`config.mk`:
```
export PLATFORM = sky130hd
export DESIGN_NAME = micro_sequencer_flat
export DESIGN_NICKNAME = d
export VERILOG_FILES = /design/src/rtl/micro_seq_pkg.sv /design/src/rtl/micro_seq_if.sv /design/src/rtl/uret_stack.sv /design/src/rtl/micro_sequencer.sv /design/src/flat_wrapper.sv
export SDC_FILE = /design/constraint.sdc
export NUM_CORES = 1
export LEC_CHECK = 0
export BUFFER_PORTS_ARGS = -buffer_cell sky130_fd_sc_hd__clkbuf_2
export CAP_MARGIN = 20
export CELL_PAD_IN_SITES_DETAIL_PLACEMENT = 0
export CELL_PAD_IN_SITES_GLOBAL_PLACEMENT = 1
export CORE_ASPECT_RATIO = 1.5
export CORE_MARGIN = 2
export CORE_UTILIZATION = 25
export CTS_BUF_LIST = sky130_fd_sc_hd__clkbuf_16
export DETAILED_ROUTE_END_ITERATION = 7
export PLACE_DENSITY_LB_ADDON = 0.1
export SYNTH_ARGS = -nofsm -noshare
export SYNTH_HDL_FRONTEND = slang
export SYNTH_HIERARCHICAL = 1
export SYNTH_SLANG_ARGS = --single-unit
```
`constraint.sdc`:
```
create_clock -name CLK -period 8.24 [get_ports CLK]
set_input_delay 1.648 -clock CLK [delete_from_list [all_inputs] [get_ports CLK]]
set_output_delay 1.648 -clock CLK [all_outputs]
set_load 0.02 [all_outputs]
```
`src/rtl/micro_seq_pkg.sv`:
```
// Shared types and microword field layout for the microprogram sequencer.
// Field offsets are functions so every width parameter set derives one layout.
package micro_seq_pkg;

    typedef enum logic [2:0] {
        OP_CONT  = 3'd0,
        OP_JMP   = 3'd1,
        OP_CJMP  = 3'd2,
        OP_DISP  = 3'd3,
        OP_CALL  = 3'd4,
        OP_RET   = 3'd5,
        OP_LDCNT = 3'd6,
        OP_LOOP  = 3'd7
    } op_e;

    typedef enum logic {
        ST_RST = 1'b0,
        ST_RUN = 1'b1
    } state_e;

    // Microword layout, MSB to LSB: OP[2:0], INV, CSEL, TGT, CTL
    function automatic int tgt_lo(input int cw);
        return cw;
    endfunction

    function automatic int csel_lo(input int aw, input int cw);
        return aw + cw;
    endfunction

    function automatic int inv_bit(input int aw, input int cw, input int csw);
        return csw + aw + cw;
    endfunction

    function automatic int op_lo(input int aw, input int cw, input int csw);
        return 1 + csw + aw + cw;
    endfunction

endpackage

```
`src/rtl/micro_seq_if.sv`:
```
// Microcode ROM bus: the sequencer drives the address, the ROM returns the word
// combinationally in the same cycle.
interface micro_seq_if #(
    parameter int AW = 8,
    parameter int UW = 49
);
    logic [AW-1:0] UADDR;
    logic [UW-1:0] UDATA;

    modport master (output UADDR, input UDATA);
    modport slave  (input UADDR, output UDATA);
endinterface

```
`src/rtl/uret_stack.sv`:
```
// Return-address LIFO. Push on full and pop on empty are ignored; the caller
// decides whether those are faults.
module uret_stack #(
    parameter int DW    = 8,
    parameter int DEPTH = 4,
    parameter int LW    = $clog2(DEPTH) + 1
) (
    input  logic          clk_i,
    input  logic          rst_ni,
    input  logic          push_i,
    input  logic          pop_i,
    input  logic [DW-1:0] din_i,
    output logic [DW-1:0] top_o,
    output logic          full_o,
    output logic          empty_o,
    output logic [LW-1:0] level_o
);
    localparam int IW = (DEPTH > 1) ? $clog2(DEPTH) : 1;

    logic [DW-1:0] mem_q [DEPTH];
    logic [LW-1:0] lvl_q;
    logic [LW-1:0] top_ix;

    assign full_o  = (lvl_q == LW'(DEPTH));
    assign empty_o = (lvl_q == '0);
    assign level_o = lvl_q;
    assign top_ix  = lvl_q - LW'(1);
    assign top_o   = mem_q[top_ix[IW-1:0]];

    always_ff @(posedge clk_i) begin
        if (!rst_ni) begin
            lvl_q <= '0;
            for (int i = 0; i < DEPTH; i++) mem_q[i] <= '0;
        end else if (push_i && !full_o) begin
            mem_q[lvl_q[IW-1:0]] <= din_i;
            lvl_q                <= lvl_q + LW'(1);
        end else if (pop_i && !empty_o) begin
            lvl_q <= lvl_q - LW'(1);
        end
    end
endmodule

```
`src/rtl/micro_sequencer.sv`:
```
// Microprogram sequencer: next-address selection, loop counter and MIR; the
// return stack lives in uret_stack.
module micro_sequencer
    import micro_seq_pkg::*;
#(
    parameter int AW    = 8,
    parameter int CW    = 34,
    parameter int NCOND = 8,
    parameter int CSW   = 3,
    parameter int DEPTH = 4,
    parameter int LCW   = 6
) (
    input  logic                   CLK,
    input  logic                   RST_N,
    micro_seq_if.master            rom,
    input  logic [NCOND-1:0]       COND,
    input  logic [AW-1:0]          DISP_ADDR,
    output logic [CW-1:0]          CU,
    output logic [$clog2(DEPTH):0] SP,
    output logic                   ERR
);
    localparam int UW      = 4 + CSW + AW + CW;
    localparam int TGT_LO  = tgt_lo(CW);
    localparam int CSEL_LO = csel_lo(AW, CW);
    localparam int INV_BIT = inv_bit(AW, CW, CSW);
    localparam int OP_LO   = op_lo(AW, CW, CSW);

    logic [UW-1:0]  mir_q;
    logic [AW-1:0]  upc_q, uaddr_d, inc, tgt, stk_top;
    logic [LCW-1:0] lc_q, lc_d;
    logic           err_q, err_d;
    state_e         state_q;
    op_e            op;
    logic [CSW-1:0] csel;
    logic           cond_raw, t, push, pop, full, empty;

    assign op   = op_e'(mir_q[OP_LO +: 3]);
    assign csel = mir_q[CSEL_LO +: CSW];
    assign tgt  = mir_q[TGT_LO +: AW];
    assign inc  = upc_q + AW'(1);
    assign CU   = mir_q[CW-1:0];
    assign ERR  = err_q;

    // Selects beyond the populated condition inputs read as 0
    always_comb begin
        cond_raw = 1'b0;
        for (int i = 0; i < NCOND; i++)
            if (csel == CSW'(i)) cond_raw = COND[i];
    end
    assign t = cond_raw ^ mir_q[INV_BIT];

    always_comb begin
        uaddr_d = '0;
        lc_d    = lc_q;
        err_d   = err_q;
        push    = 1'b0;
        pop     = 1'b0;
        if (state_q == ST_RUN) begin
            case (op)
                OP_CONT:  uaddr_d = inc;
                OP_JMP:   uaddr_d = tgt;
                OP_CJMP:  uaddr_d = t ? tgt : inc;
                OP_DISP:  uaddr_d = DISP_ADDR;
                OP_CALL: begin
                    uaddr_d = tgt;
                    if (full) err_d = 1'b1;
                    else      push  = 1'b1;
                end
                OP_RET: begin
                    if (empty) err_d = 1'b1;
                    else begin
                        pop     = 1'b1;
                        uaddr_d = stk_top;
                    end
                end
                OP_LDCNT: begin
                    lc_d    = tgt[LCW-1:0];
                    uaddr_d = inc;
                end
                OP_LOOP: begin
                    if (lc_q != '0) begin
                        lc_d    = lc_q - LCW'(1);
                        uaddr_d = tgt;
                    end else begin
                        uaddr_d = inc;
                    end
                end
                default:  uaddr_d = inc;
            endcase
        end
    end

    assign rom.UADDR = uaddr_d;

    uret_stack #(.DW(AW), .DEPTH(DEPTH)) u_stack (
        .clk_i   (CLK),
        .rst_ni  (RST_N),
        .push_i  (push),
        .pop_i   (pop),
        .din_i   (inc),
        .top_o   (stk_top),
        .full_o  (full),
        .empty_o (empty),
        .level_o (SP)
    );

    // In ST_RST uaddr_d is 0, so the first load fetches address 0 into MIR
    always_ff @(posedge CLK) begin
        if (!RST_N) begin
            mir_q   <= '0;
            upc_q   <= '0;
            lc_q    <= '0;
            err_q   <= 1'b0;
            state_q <= ST_RST;
        end else begin
            mir_q   <= rom.UDATA;
            upc_q   <= uaddr_d;
            lc_q    <= lc_d;
            err_q   <= err_d;
            state_q <= ST_RUN;
        end
    end
endmodule
```
`src/flat_wrapper.sv`:
```
// flat-port wrapper written by rule: the top's interface ports become plain ports
module micro_sequencer_flat import micro_seq_pkg::*;
#(
    parameter int AW    = 8,
    parameter int CW    = 34,
    parameter int NCOND = 8,
    parameter int CSW   = 3,
    parameter int DEPTH = 4,
    parameter int LCW   = 6
)
  (CLK, RST_N, COND, DISP_ADDR, CU, SP, ERR, rom_UADDR, rom_UDATA);
  micro_seq_if #(.AW(AW)) rom_i ();
  input  logic CLK;
  input  logic RST_N;
  input  logic [NCOND-1:0] COND;
  input  logic [AW-1:0] DISP_ADDR;
  output logic [CW-1:0] CU;
  output logic [$clog2(DEPTH):0] SP;
  output logic ERR;
  output wire logic [$bits(rom_i.UADDR)-1:0] rom_UADDR;
  input wire logic [$bits(rom_i.UDATA)-1:0] rom_UDATA;
  assign rom_UADDR = rom_i.UADDR;
  assign rom_i.UDATA = rom_UDATA;
  micro_sequencer #(.AW(AW), .CW(CW), .NCOND(NCOND), .CSW(CSW), .DEPTH(DEPTH), .LCW(LCW)) u_core (.CLK(CLK), .RST_N(RST_N), .rom(rom_i), .COND(COND), .DISP_ADDR(DISP_ADDR), .CU(CU), .SP(SP), .ERR(ERR));
endmodule
```
## Yosys cells after proc, flatten, opt, wreduce, memory -nomap -nowiden

Memory sizes are Yosys's and may differ from the RTL's.
Cells that the tools add are included.

| cells by class | value |
|---|---|
| $add $sub $neg | 4 |
| equality and inequality tests | 18 |
| multiplexer cells | 34 |
| bitwise gates (word level) | 1 |
| reduce and logical (&&, ||, !) cells | 16 |

Operators by type and width:

| kind | number |
|---|---|
| 8-bit one-hot mux with 6 select lines | 1 |
| 8-bit two-way mux | 5 |
| 3-bit equality test, second input constant | 9 |
| 1-bit two-way mux | 22 |
| 3-bit by 2-bit equality test with 1-bit output, second input constant | 4 |
| 6-bit one-hot mux with 2 select lines | 1 |
| 3-bit zero test | 3 |
| 8-bit by 1-bit adder with 8-bit output, second input constant | 1 |
| 8-bit OR reduction | 1 |
| 3-bit by 1-bit equality test with 1-bit output, second input constant | 2 |
| 3-bit two-way mux | 2 |
| 6-bit two-way mux | 1 |
| 2-bit nonzero test | 3 |
| 6-bit nonzero test | 1 |
| 6-bit by 1-bit subtractor with 6-bit output, second input constant | 1 |
| 2-bit inequality test, second input constant | 2 |
| 4-bit AND reduction | 1 |
| 2-bit OR reduction | 2 |
| 3-bit by 1-bit adder with 3-bit output, second input constant | 1 |
| 3-bit AND reduction | 1 |
| 3-bit by 1-bit subtractor with 3-bit output, second input constant | 1 |
| 1-bit logical AND | 2 |
| 1-bit zero test | 2 |
| 2-bit two-way mux | 1 |
| 3 further kinds | 3 |

| word-level totals | value |
|---|---|
| bits in registers | 68 |
| memory bits (writable) | 32 |
| input port bits | 67 |
| output and inout bits | 46 |
| memories kept | 1 |

Memories:

| memory | depth | width | rd ports | clocked after memory_dff | wr ports | RTL line | text |
|---|---|---|---|---|---|---|---|
| u_core.u_stack.mem_q | 4 | 8 | 1 | 0 | 4 | uret_stack.sv:20 | `logic [DW-1:0] mem_q [DEPTH];` |

## Logic depth before layout (Yosys ltp)

Gate-level depths: netlist of run 1.

| depth | value |
|---|---|
| depth in word-level cells | 13 |
| gate-level depth with buffers | 10 |
| depth with buffers taken out | 9 |

## Hierarchy

The synthesis of run 1 kept the hierarchy.

Modules (own cells, without submodules):

| module | times used | cells an instance | area an instance (sq um) | seq. area each (sq um) |
|---|---|---|---|---|
| micro_sequencer | 1 | 305 | 2905.3 | 1301.2 |
| uret_stack | 1 | 112 | 1675.4 | 1021.0 |

## Least setup slack after synthesis of run 1

OpenSTA, ideal clock, no wires.

| timing | value |
|---|---|
| path type | in2out |
| from | in COND[7] |
| to | out rom_UADDR[0] |
| arrival time | 3345 ps |
| setup slack | 3247 ps |
| stages on the path | 5 |
| path buffers | 0 |
| cell sequence | mux4_2 > mux2_2 > mux2i_4 > o22ai_1 > nor3b_1 |

| between the ends | value |
|---|---|
| cells in the longest elaborated chain, start to end | 5 |

RTL lines:

| element | RTL line | text |
|---|---|---|
| from (decl) | flat_wrapper.sv:15 | `input logic [NCOND-1:0] COND;` |
| 1-bit two-way mux | micro_sequencer.sv:48 | `if (csel == CSW'(i)) cond_raw = COND[i];` |
| 1-bit XOR | micro_sequencer.sv:50 | `assign t = cond_raw ^ mir_q[INV_BIT];` |
| 8-bit two-way mux | micro_sequencer.sv:62 | `OP_CJMP: uaddr_d = t ? tgt : inc;` |
| 8-bit one-hot mux with 6 select lines | micro_sequencer.sv:59 | `case (op)` |
| 8-bit two-way mux | micro_sequencer.sv:58 | `if (state_q == ST_RUN) begin` |
| to (decl) | flat_wrapper.sv:20 | `output wire logic [$bits(rom_i.UADDR)-1:0] rom_UADDR;` |

No other way between the ends.

## Worst setup path in the final report of run 1

| timing | value |
|---|---|
| from | reg u_core.u_stack.lvl_q[0], in the netlist u_core/u_stack/level_o[0] |
| to | out rom_UADDR[3] |

| between the ends | value |
|---|---|
| elaborated cells between the ends (all ways) | 6 |

RTL lines:

| element | RTL line | text |
|---|---|---|
| from (decl) | uret_stack.sv:21 | `logic [LW-1:0] lvl_q;` |
| from (signal assigned) | uret_stack.sv:36 | `lvl_q <= lvl_q + LW'(1);` |
| from (signal assigned) | uret_stack.sv:38 | `lvl_q <= lvl_q - LW'(1);` |
| 3-bit zero test | uret_stack.sv:25 | `assign empty_o = (lvl_q == '0);` |
| named net u_core.empty | micro_sequencer.sv:35 | `logic cond_raw, t, push, pop, full, empty;` |
| 8-bit two-way mux | micro_sequencer.sv:70 | `if (empty) err_d = 1'b1;` |
| 8-bit one-hot mux with 6 select lines | micro_sequencer.sv:59 |  |
| 8-bit two-way mux | micro_sequencer.sv:58 |  |

The timed path passes the listed nets, and every way through them passes these cells.

==> results of run 1 <==
==> worst paths after layout <==
kind,start,end,cells after the start
min,u_core/ERR,u_core/ERR,1
max reg2reg,u_core/u_stack/level_o[0],u_core/u_stack/mem_q[2][6],8
min reg2reg,u_core/ERR,u_core/ERR,1
max,u_core/u_stack/level_o[0],rom_UADDR[3],9
==> power breakdown <==
group	internal (uW)	switching, uW	total, uW
clock network	238	194	432
logic	50.5	65.4	116
registers	529	13.1	542
total	817	272	1090
==> cell usage in the layout (no fill, tap or decap), drive strengths merged, types with 2 or more instances in the layout <==
master,n
mux2i,4
clkinvlp,2
a21oi,9
nand3,7
o22ai,8
a21boi,3
mux4,10
dfxtp,68
inv,16
ha,6
nor3,14
xnor2,4
nor2b,2
and3,2
xor2,4
a221oi,7
nor2,9
nand2,18
or3,2
buf,3
clkbuf,121
edfxtp,32
a31oi,3
a21o,2
o21ai,12
nand2b,12
a22o,7
nor3b,10
and2,83
o211ai,2
==> area by class of cell <==
class	instances	area [um2]	area share, %
Timing Repair Buffer	115	583	10.8
Tap cell	217	272	5.01
Inverter	12	45.0	0.831
Clock buffer	9	225	4.15
Sequential cell	100	2320	42.8
Clock inverter	7	75.1	1.38
Multi-Input combinational cell	255	1900	35.0
==> state kept, by name (all words and copies together) (netlist names) <==
| register | cells |
|---|---|
| u_core/lc_q | 6 |
| u_core/ERR | 1 |
| u_core/state_q | 1 |
| u_core/u_stack/level_o | 3 |
| u_core/u_stack/mem_q | 32 |
| u_core/mir_q | 49 |
| u_core/upc_q | 8 |
==> layer usage <==
metal | routed length, um | share of wire (%)
met5 | 0 | 0
met1 | 4580 | 40
met4 | 223 | 1.9
met2 | 6220 | 54
met3 | 498 | 4.3
==> through the flow <==
| stage | setup slack, ns | total power [uW] | area [um2] | hold slack [ns] |
|---|---|---|---|---|
| after global routing | 2.25 | 1140 | 5420 | 0.507 |
| after global placement | 2.98 | 670 | 5120 | 0.455 |
| after CTS | 2.51 | 1110 | 5420 | 0.488 |
| after detailed placement | 2.89 | 671 | 5120 | 0.467 |
| final | 2.64 | 1090 | 5420 | 0.478 |
| after floorplan | 3.25 | 633 | 4580 | 0.449 |
==> cell families (layout without fill, tap and decap cells) <==
group	count (synthesis)	in the layout	synth area share, %
multiplexers	15	15	6.58
adder cells (fa/ha/maj)	6	6	1.64
AO/OA/AOI/OAI	59	59	8.85
flip-flops	100	100	50.7
AND/OR/NAND/NOR	167	167	22.7
XOR/XNOR	8	8	1.53
buffers and inverters	62	143	7.98
==> worst max-delay path, delay by kind of cell (launching register included) <==
family	cells	cell delay, ns
adders and majority gates	1	0.33
AOI/OAI and AO/OA	2	0.33
DFF	1	0.88
and+or+nand+nor	3	1.42
buffers and inverters	3	0.64
==> results.md, run 1 <==
- The flow ran to the end, and the final reports show no timing, DRC or antenna violations.
- The area added between synthesis and finish is 18.4%.
- Using the TritonRoute via totals, the vias-per-cell ratio works out to 4.42.
- The count of cells in the finished layout, fillers not included, comes to 715.
- The via count of the first global-routing pass was 3369.
- The number of nets in the synthesized netlist is 490.
- The number of gates resized after CTS was 0.
- The worst hold path class is reg2reg.
- The leakage power summed over all cells is 0.00224 uW.
- Summed over all instances, the cell type with the most area after synthesis is sky130_fd_sc_hd__dfxtp_1.
- The worst setup path category is reg2out.
- Clock-pin slew was measured on the worst setup and hold paths at 0.07 ns.
- The total die area is 19400 um2.
- At the pin with the least slew margin, the transition time is 1.02 ns.
- The average cell area after synthesis is 11.0 um2.
- The pin count of the biggest net entering global routing is 68.
- No sink is reached through more buffers than the 2 on the longest clock path.
- The kind of capture point of the worst setup path is an output pin.
- The half-perimeter wire length of the detailed placement result is 8880 um.
- Cells fill 30.2% of the core in the end.
- The remaining routing DRC violations is 0.
- The TritonCTS clock tree is built.
- For the finished layout, the period the worst path requires is 5.60 ns.
- In this run the register-to-register setup slack is 4.44 ns.
- The endpoint required time on the critical path is 6.59 ns.
- The total setup buffers inserted after CTS is 0.
- The data arrival time of the critical path is 3.95 ns.
- The most prevalent standard cell on the critical path is sky130_fd_sc_hd__inv_1.
- The total global routing track utilization is 12.3%.
- In this run the vertical extent of the chip is 170 um.
- The number of antenna violations at the first check in global routing is 0.
- Clock latency on the worst-skew pair, taken at its later pin, is 0.34 ns.
- In this run the horizontal extent of the chip is 115 um.
- The TritonCTS buffer count is 9.
- On the worst path, the slowest cell contributes a delay of 0.88 ns.
- The global routing usage on met3 is 2.75%.
- The signal on the critical path passes through inv_1 -> ha_1 -> nand2b_1 -> inv_1 -> nor4bb_2 -> a22o_1 -> a221oi_1 -> nor3b_1 -> clkbuf_2.
- The global-route layer with the greatest usage is met2.
- The mapped netlist covers 4580 um2.
- The worst-case IR drop observed on VDD is 0.0785 mV.
- For this run the aggregate overflow at the end of global routing stands at 0.
- In this run the power density over the cells is 201 nW/um2.
- The root buffer selected by CTS is sky130_fd_sc_hd__clkbuf_16.
- The number of max-slew violations in the final report is 0.
- The cell with the largest stage delay on the worst path is sky130_fd_sc_hd__dfxtp_1.
- The filler cells instantiated in the layout total 1849.
- The most common flop cell mapped by yosys is sky130_fd_sc_hd__dfxtp_1.
- Yosys attributes the largest share of cell area to sky130_fd_sc_hd__dfxtp_1 (30%), sky130_fd_sc_hd__edfxtp_1 (21%), sky130_fd_sc_hd__and2_1 (11%), sky130_fd_sc_hd__buf_4 (5.7%), sky130_fd_sc_hd__mux4_2 (4.9%).
- Summed over all failing endpoints, the final setup total negative slack is 0 ns.
- By instance count, the leading cell after synthesis is sky130_fd_sc_hd__and2_1.
- Yosys printed 6 warnings.
- The per-cell routed wire length is 16.1 um.
- The number of clock sinks seen by CTS is 100.
- Yosys mapped the design onto 52 distinct sky130hd cell types.
- The cell count after synthesis came out at 417.
- During I/O placement, the number of pins put on the boundary was 113.
- The initial utilization of the core area, before any placement, comes to 25.5%.
- For this run, the post-layout net count is 566.
- The share of flip-flops with an asynchronous set or reset is 0%.
- The number of core rows is 60.
- The remaining number of nets flagged by the antenna check after routing is 0.
- Synthesis inferred 100 register bits.
- The core region is 17900 um2.
- The share of Yosys cell area claimed by the top area cell type is 29.7%.
- The share of cells above drive strength 1 is 30.7%.
- The worst setup skew after layout is 0.00834 ns.
- The synthesized design contains 32 enable-type register cells.
- Counting tap cells, the placed design contains a total of 699 instances.
- The first-iteration detailed-routing DRC count is 105.
- The final weighted congestion of routability-driven global placement is 0.774.
- The critical-path maximum fanout is 13.
- Setup repair after global routing left no endpoint under its margin.
- The length of the first detailed-routing pass in iterations is 4.
- The share of the Yosys chip area taken by registers is 50.7%.
- The global-route track usage on met2 is 22.4%.
- The remaining max-slew budget at the tightest pin is 31.0%.
- The achievable clock frequency is 179 MHz.
- The reported max-cap violation count is 0.
- The CTS H-tree depth is 3.
- The number of I/O port buffers is 112.
- Wires add up to 11500 um.
- The startpoint type of the worst setup path is a register.
- The number of endpoints with negative hold slack in the final report was 0.
- The count of hold buffers inserted by post-cts repair is 0.
- Setup violations remaining at the end of the flow were counted as 0.
- The total number of vias is 3160.
- The first global-routing pass estimated 18200 um of wire.
- The repair_antennas step left the layout with diodes totalling 0.
- Of the available clock period, the critical path in the final layout requires 68.0%.
- Counting instances in the post-synthesis netlist gives the leading cell types as sky130_fd_sc_hd__and2_1 (83), sky130_fd_sc_hd__dfxtp_1 (68), sky130_fd_sc_hd__buf_4 (35).
- In the global route stage, met1 resource usage came out at 13.7%.
(Power assumes the default switching activity.)
==> run 2: changes to the inputs <==
- ABC_AREA: unset -> 1
- clock period: 8.24 -> 5.5 ns (I/O delays scaled with it)
==> run 2 against run 1 <==
  * Worst setup slack lost 1.2 ns
  * Area after synthesis grew 5.8%
  * Register-to-register slack lost 1.9 ns
  * Global-route usage grew 0.98 points
  * Core utilization shrank 0.29 points
  * Sequential power grew 50%
  * First-iteration DRC count grew 56%
  * Final area grew 5.4%
  * Critical path type unchanged
  * Largest cell class unchanged
  * Highest routed layer unchanged
==> results.md, run 2 <==
- The area added between synthesis and finish is 17.8%.
- The leakage power summed over all cells is 0.00289 uW.
- Summed over all layers, the global routing overflow is 0.
- The origin of the worst min-delay path is u_core/lc_q[2].
- The number of antenna violations at the first check in global routing is 0.
- The worst setup skew after layout is 0.00976 ns.
- The post-layout net count is 763.
- The number of hold buffers added after CTS was 0.
- The startpoint type of the worst setup path is a register.
- CTS built an H-tree with a depth of 3.
- In this run the critical register-to-register path is launched from u_core/u_stack/level_o[0].
- sky130_fd_sc_hd__dfxtp_1 takes more of the synthesized area than any other cell.
- The critical path goes through inv_1 -> ha_1 -> inv_1 -> o21ai_0 -> o22ai_1 -> nand2_1 -> nor2_1 -> nor2_1 -> nand3_1 -> nand2_1 -> inv_1 -> nand2_1 -> inv_1 -> clkbuf_2.
- After the first detailed-routing iteration, the DRC count stood at 164.
- The critical-path maximum fanout is 21.
- The cell family contributing the most delay on the critical path is buffers and inverters.
- STA puts the critical path data arrival time at 2.99 ns.
- From left edge to right edge, the die measures 118 um.
- In this run the worst hold path is classified as reg2reg.
- Entering global routing, the biggest net connects 60 pins.
- The setup check on the worst reg-to-reg path leaves a slack of 2.53 ns.
- The starting density of the core is 25.4%.
- For the worst flop-to-flop path, the logic depth is 10.
- After detailed routing, the total wire length is 13200 um.
- Among the stages of the critical path, the cell type that occurs most often is sky130_fd_sc_hd__inv_1.
- By area the synthesized netlist is led by sky130_fd_sc_hd__dfxtp_1 (28%), sky130_fd_sc_hd__edfxtp_1 (20%), sky130_fd_sc_hd__nand2_1 (10%), sky130_fd_sc_hd__inv_1 (7.4%), sky130_fd_sc_hd__nor2_1 (6.5%).
- The switching share of total power is 27.6%.
- The share of cells above drive strength 1 is 24.0%.
- The total setup buffers inserted after CTS is 0.
- Of the available clock period, the critical path in the final layout requires 74.4%.
- The maximum vdd ir drop is 0.116 mV.
- Buffers placed on the I/O ports in this run total 112.
- The cell count after synthesis is 612.
- The switching power of the nets is 459 uW.
- The critical path starts at u_core/u_stack/level_o[0].
- The number of standard cells in the final layout excluding fillers is 951.
- In this run the remaining antenna-violating nets after routing total 0.
- The root buffer selected by CTS is sky130_fd_sc_hd__clkbuf_16.
- The number of max-slew violations in the final report is 0.
- The number of flip-flops under the largest register name is 49.
- After clock tree synthesis, the clock-pin slew on the worst setup and hold paths is 0.07 ns.
- After synthesis, the largest area contributor takes up 28.1% of total cell area.
- After detailed routing, the average wire length per cell comes to 13.9 um.
- The final setup TNS is 0 ns.
- Global routing used 13.3% of the available tracks.
- In the final layout, the registers with the most flip-flops are u_core/mir_q (49), u_core/u_stack/mem_q (32), u_core/upc_q (8).
- The combinational fraction of design power is 12.5%.
- After floorplanning, the core was divided into 62 placement rows.
- The height of the die is 175 um.
- Leaving out fill and tap cells, the most frequent cells in the layout are sky130_fd_sc_hd__nand2_1 (130), sky130_fd_sc_hd__clkbuf_2 (112), sky130_fd_sc_hd__inv_1 (95).
- For this run, the slowest stage of the critical path takes 0.51 ns.
- The power per cell area is 291 nW/um2.
- The remaining max-slew budget at the tightest pin is 53.6%.
- The number of endpoints with negative hold slack in the final report came to 0.
- STA classifies the critical path endpoint as an output pin.
- The placeable core area is 19100 um2.
- After synthesis the cells add up to 4850 um2.
- The fraction of power consumed by the clock network is 38.7%.
- The TritonCTS clock tree is built.
- By instance count, the leading cell after synthesis is sky130_fd_sc_hd__nand2_1.
- For this run, design rule violations remaining after detail routing come to 0.
- Across the run, the number of max-cap violations was 0.
- For hold timing, the worst endpoint is u_core/lc_q[2].
- The number of diodes added for antenna fixing is 0.
- The number of distinct library cells after synthesis is 43.
- The sequential cell area fraction in the yosys report is 47.9%.
- The most common library cell in the layout ignoring fill and taps is sky130_fd_sc_hd__nand2_1.
- Counting both buffers and inverters, the worst setup path holds a total of 5.
- Counting instances in the post-synthesis netlist gives the leading cell types as sky130_fd_sc_hd__nand2_1 (130), sky130_fd_sc_hd__inv_1 (95), sky130_fd_sc_hd__nor2_1 (84).
- The routed design could run at a clock period as short as 4.09 ns.
- The filler cells instantiated in the layout total 2160.
- The worst-margin pin slew is 0.696 ns.
- More flip-flops sit in one register than any other, and that register is u_core/mir_q.
- The setup violation total in the final timing report is 0.
- The flow ran to the end, and the final reports show no timing, DRC or antenna violations.
- The warning count from the yosys run is 6.
- The endpoint required time on the critical path is 4.40 ns.
- In this run the deepest clock path goes through 2 buffers.
- In this run the mean area of a mapped cell was 7.92 um2.
- Counting flops and latches in the post-synthesis netlist gives 100.
- The worst setup path category is reg2out.
- The cell with the largest stage delay on the worst path is sky130_fd_sc_hd__inv_1.
- Among all flip-flop cells after synthesis, the most frequent one is sky130_fd_sc_hd__dfxtp_1.
- Setup repair after global routing left no endpoint under its margin.
- The tree built by TritonCTS fans out to 100 sinks.
- The via count of the first global-routing pass is 4031.
- 113 I/O pins were placed.
- The cell depth of the worst min-delay path is 2.
- The first global-routing pass estimated 21200 um of wire.
- For this run, the detailed router's first-pass iteration total came to 4.
- At the end of routability-driven placement, the weighted congestion stood at 0.780.
- Registers are responsible for 48.8% of the overall power.
- The half-perimeter wire length of the detailed placement result is 10300 um.
- The die covers 20500 um2.
- The source-to-sink clock delay at the later pin of the worst-skew pair is 0.35 ns.
- Counting tap cells, the placed design contains a total of 935 instances.
- Gates resized during post-CTS repair numbered 0.
- When the netlist entered floorplanning its net count stood at 685.
- Counting the buffers created by CTS gives 9.
- Yosys mapped a number of flops with a built-in enable equal to 32.
- In the routed layout, each cell is associated on average with a via count of 4.19.
- The share of flip-flops with an asynchronous set or reset is 0%.
- The internal power summed over all cells is 1200 uW.
- In this run the critical register-to-register path is captured at u_core/u_stack/mem_q[2][4].
- The achievable clock frequency is 244 MHz.
- The total number of vias is 3981.
[run 2: changes by cell type in the layout (fill, tap and decap cells not counted), moves of 7 or more]
| cell | previous run | this run |
|---|---|---|
| sky130_fd_sc_hd__a22o_1 | 7 | 0 |
| sky130_fd_sc_hd__a221oi_1 | 7 | 0 |
| sky130_fd_sc_hd__nand2_1 | 18 | 130 |
| sky130_fd_sc_hd__and2_1 | 83 | 0 |
| sky130_fd_sc_hd__nor3_1 | 11 | 3 |
| sky130_fd_sc_hd__inv_1 | 12 | 95 |
| sky130_fd_sc_hd__mux4_2 | 10 | 0 |
| sky130_fd_sc_hd__nand2b_1 | 12 | 0 |
| sky130_fd_sc_hd__inv_2 | 1 | 9 |
| sky130_fd_sc_hd__nand3_1 | 6 | 46 |
| sky130_fd_sc_hd__o21ai_0 | 11 | 22 |
| sky130_fd_sc_hd__nor2_1 | 9 | 84 |
| sky130_fd_sc_hd__nor3b_1 | 8 | 0 |
[run 2: logic make-up (layout without fill, tap and decap cells)]
| logic type | after synthesis | after routing | share of synthesized area [%] |
|---|---|---|---|
| AOI/OAI and AO/OA | 58 | 58 | 6.89 |
| DFF | 100 | 100 | 47.9 |
| and+or+nand+nor | 289 | 289 | 27.3 |
| buffers and inverters | 155 | 238 | 15.7 |
| xor gates and xnor gates | 4 | 4 | 0.723 |
| adders and majority gates | 6 | 6 | 1.55 |
[run 2: power by group through the flow]
stage	logic, uW	clock network [uW]	registers, uW
CTS	211	671	813
finish	208	644	812
global placement	211	0	830
global route	233	700	816
detailed placement	211	0	829
floorplan	151	0	824
[run 2: layout make-up]
cell class | count | area, um2 | area share [%]
Tap cell | 256 | 320 | 5.61
Multi-Input combinational cell | 357 | 1770 | 31.0
Clock inverter | 6 | 48.8 | 0.854
Inverter | 107 | 412 | 7.21
Timing Repair Buffer | 115 | 587 | 10.3
Sequential cell | 100 | 2320 | 40.7
Clock buffer | 10 | 250 | 4.38
[run 2: worst max path at each step]
stage	endpoint	slack [ns]	cells after the start
CTS	rom_UADDR[7]	1.37	14
global placement	rom_UADDR[7]	1.82	14
global route	rom_UADDR[7]	1.15	14
detailed placement	rom_UADDR[7]	1.77	14
floorplan	rom_UADDR[3]	2.36	14
finish	rom_UADDR[7]	1.41	14
[run 2: metrics by stage]
stage	util [%]	worst slack [ns]	hold WS (ns)	power, uW	area, um2
after CTS	29.9	1.37	0.503	1690	5710
final	29.9	1.41	0.498	1660	5710
after global routing	29.9	1.15	0.526	1750	5710
after detailed placement	28.4	1.77	0.493	1040	5410
after global placement	28.3	1.82	0.492	1040	5400
after floorplan	-	2.36	0.460	975	4850
[run 2: worst reg2reg max path, stage by stage (launching register included)]
cell	delay (ns)
sky130_fd_sc_hd__dfxtp_1	0.33
sky130_fd_sc_hd__inv_1	0.29
sky130_fd_sc_hd__ha_1	0.38
sky130_fd_sc_hd__nand2_2	0.10
sky130_fd_sc_hd__inv_1	0.04
sky130_fd_sc_hd__or2_1	0.23
sky130_fd_sc_hd__nor2_1	0.18
sky130_fd_sc_hd__nand2_4	0.13
sky130_fd_sc_hd__inv_6	0.11
sky130_fd_sc_hd__nand4_2	0.29
sky130_fd_sc_hd__nand2_1	0.52
[run 2: layer usage]
layer / vias to the layer above / wire length (um) / track usage, %
met5: - / 0 / 0
met2: 108 / 7060 / 24.7
met4: 0 / 303 / 5.27
li1: 2028 / - / -
met3: 18 / 513 / 2.95
met1: 1827 / 5370 / 14.4
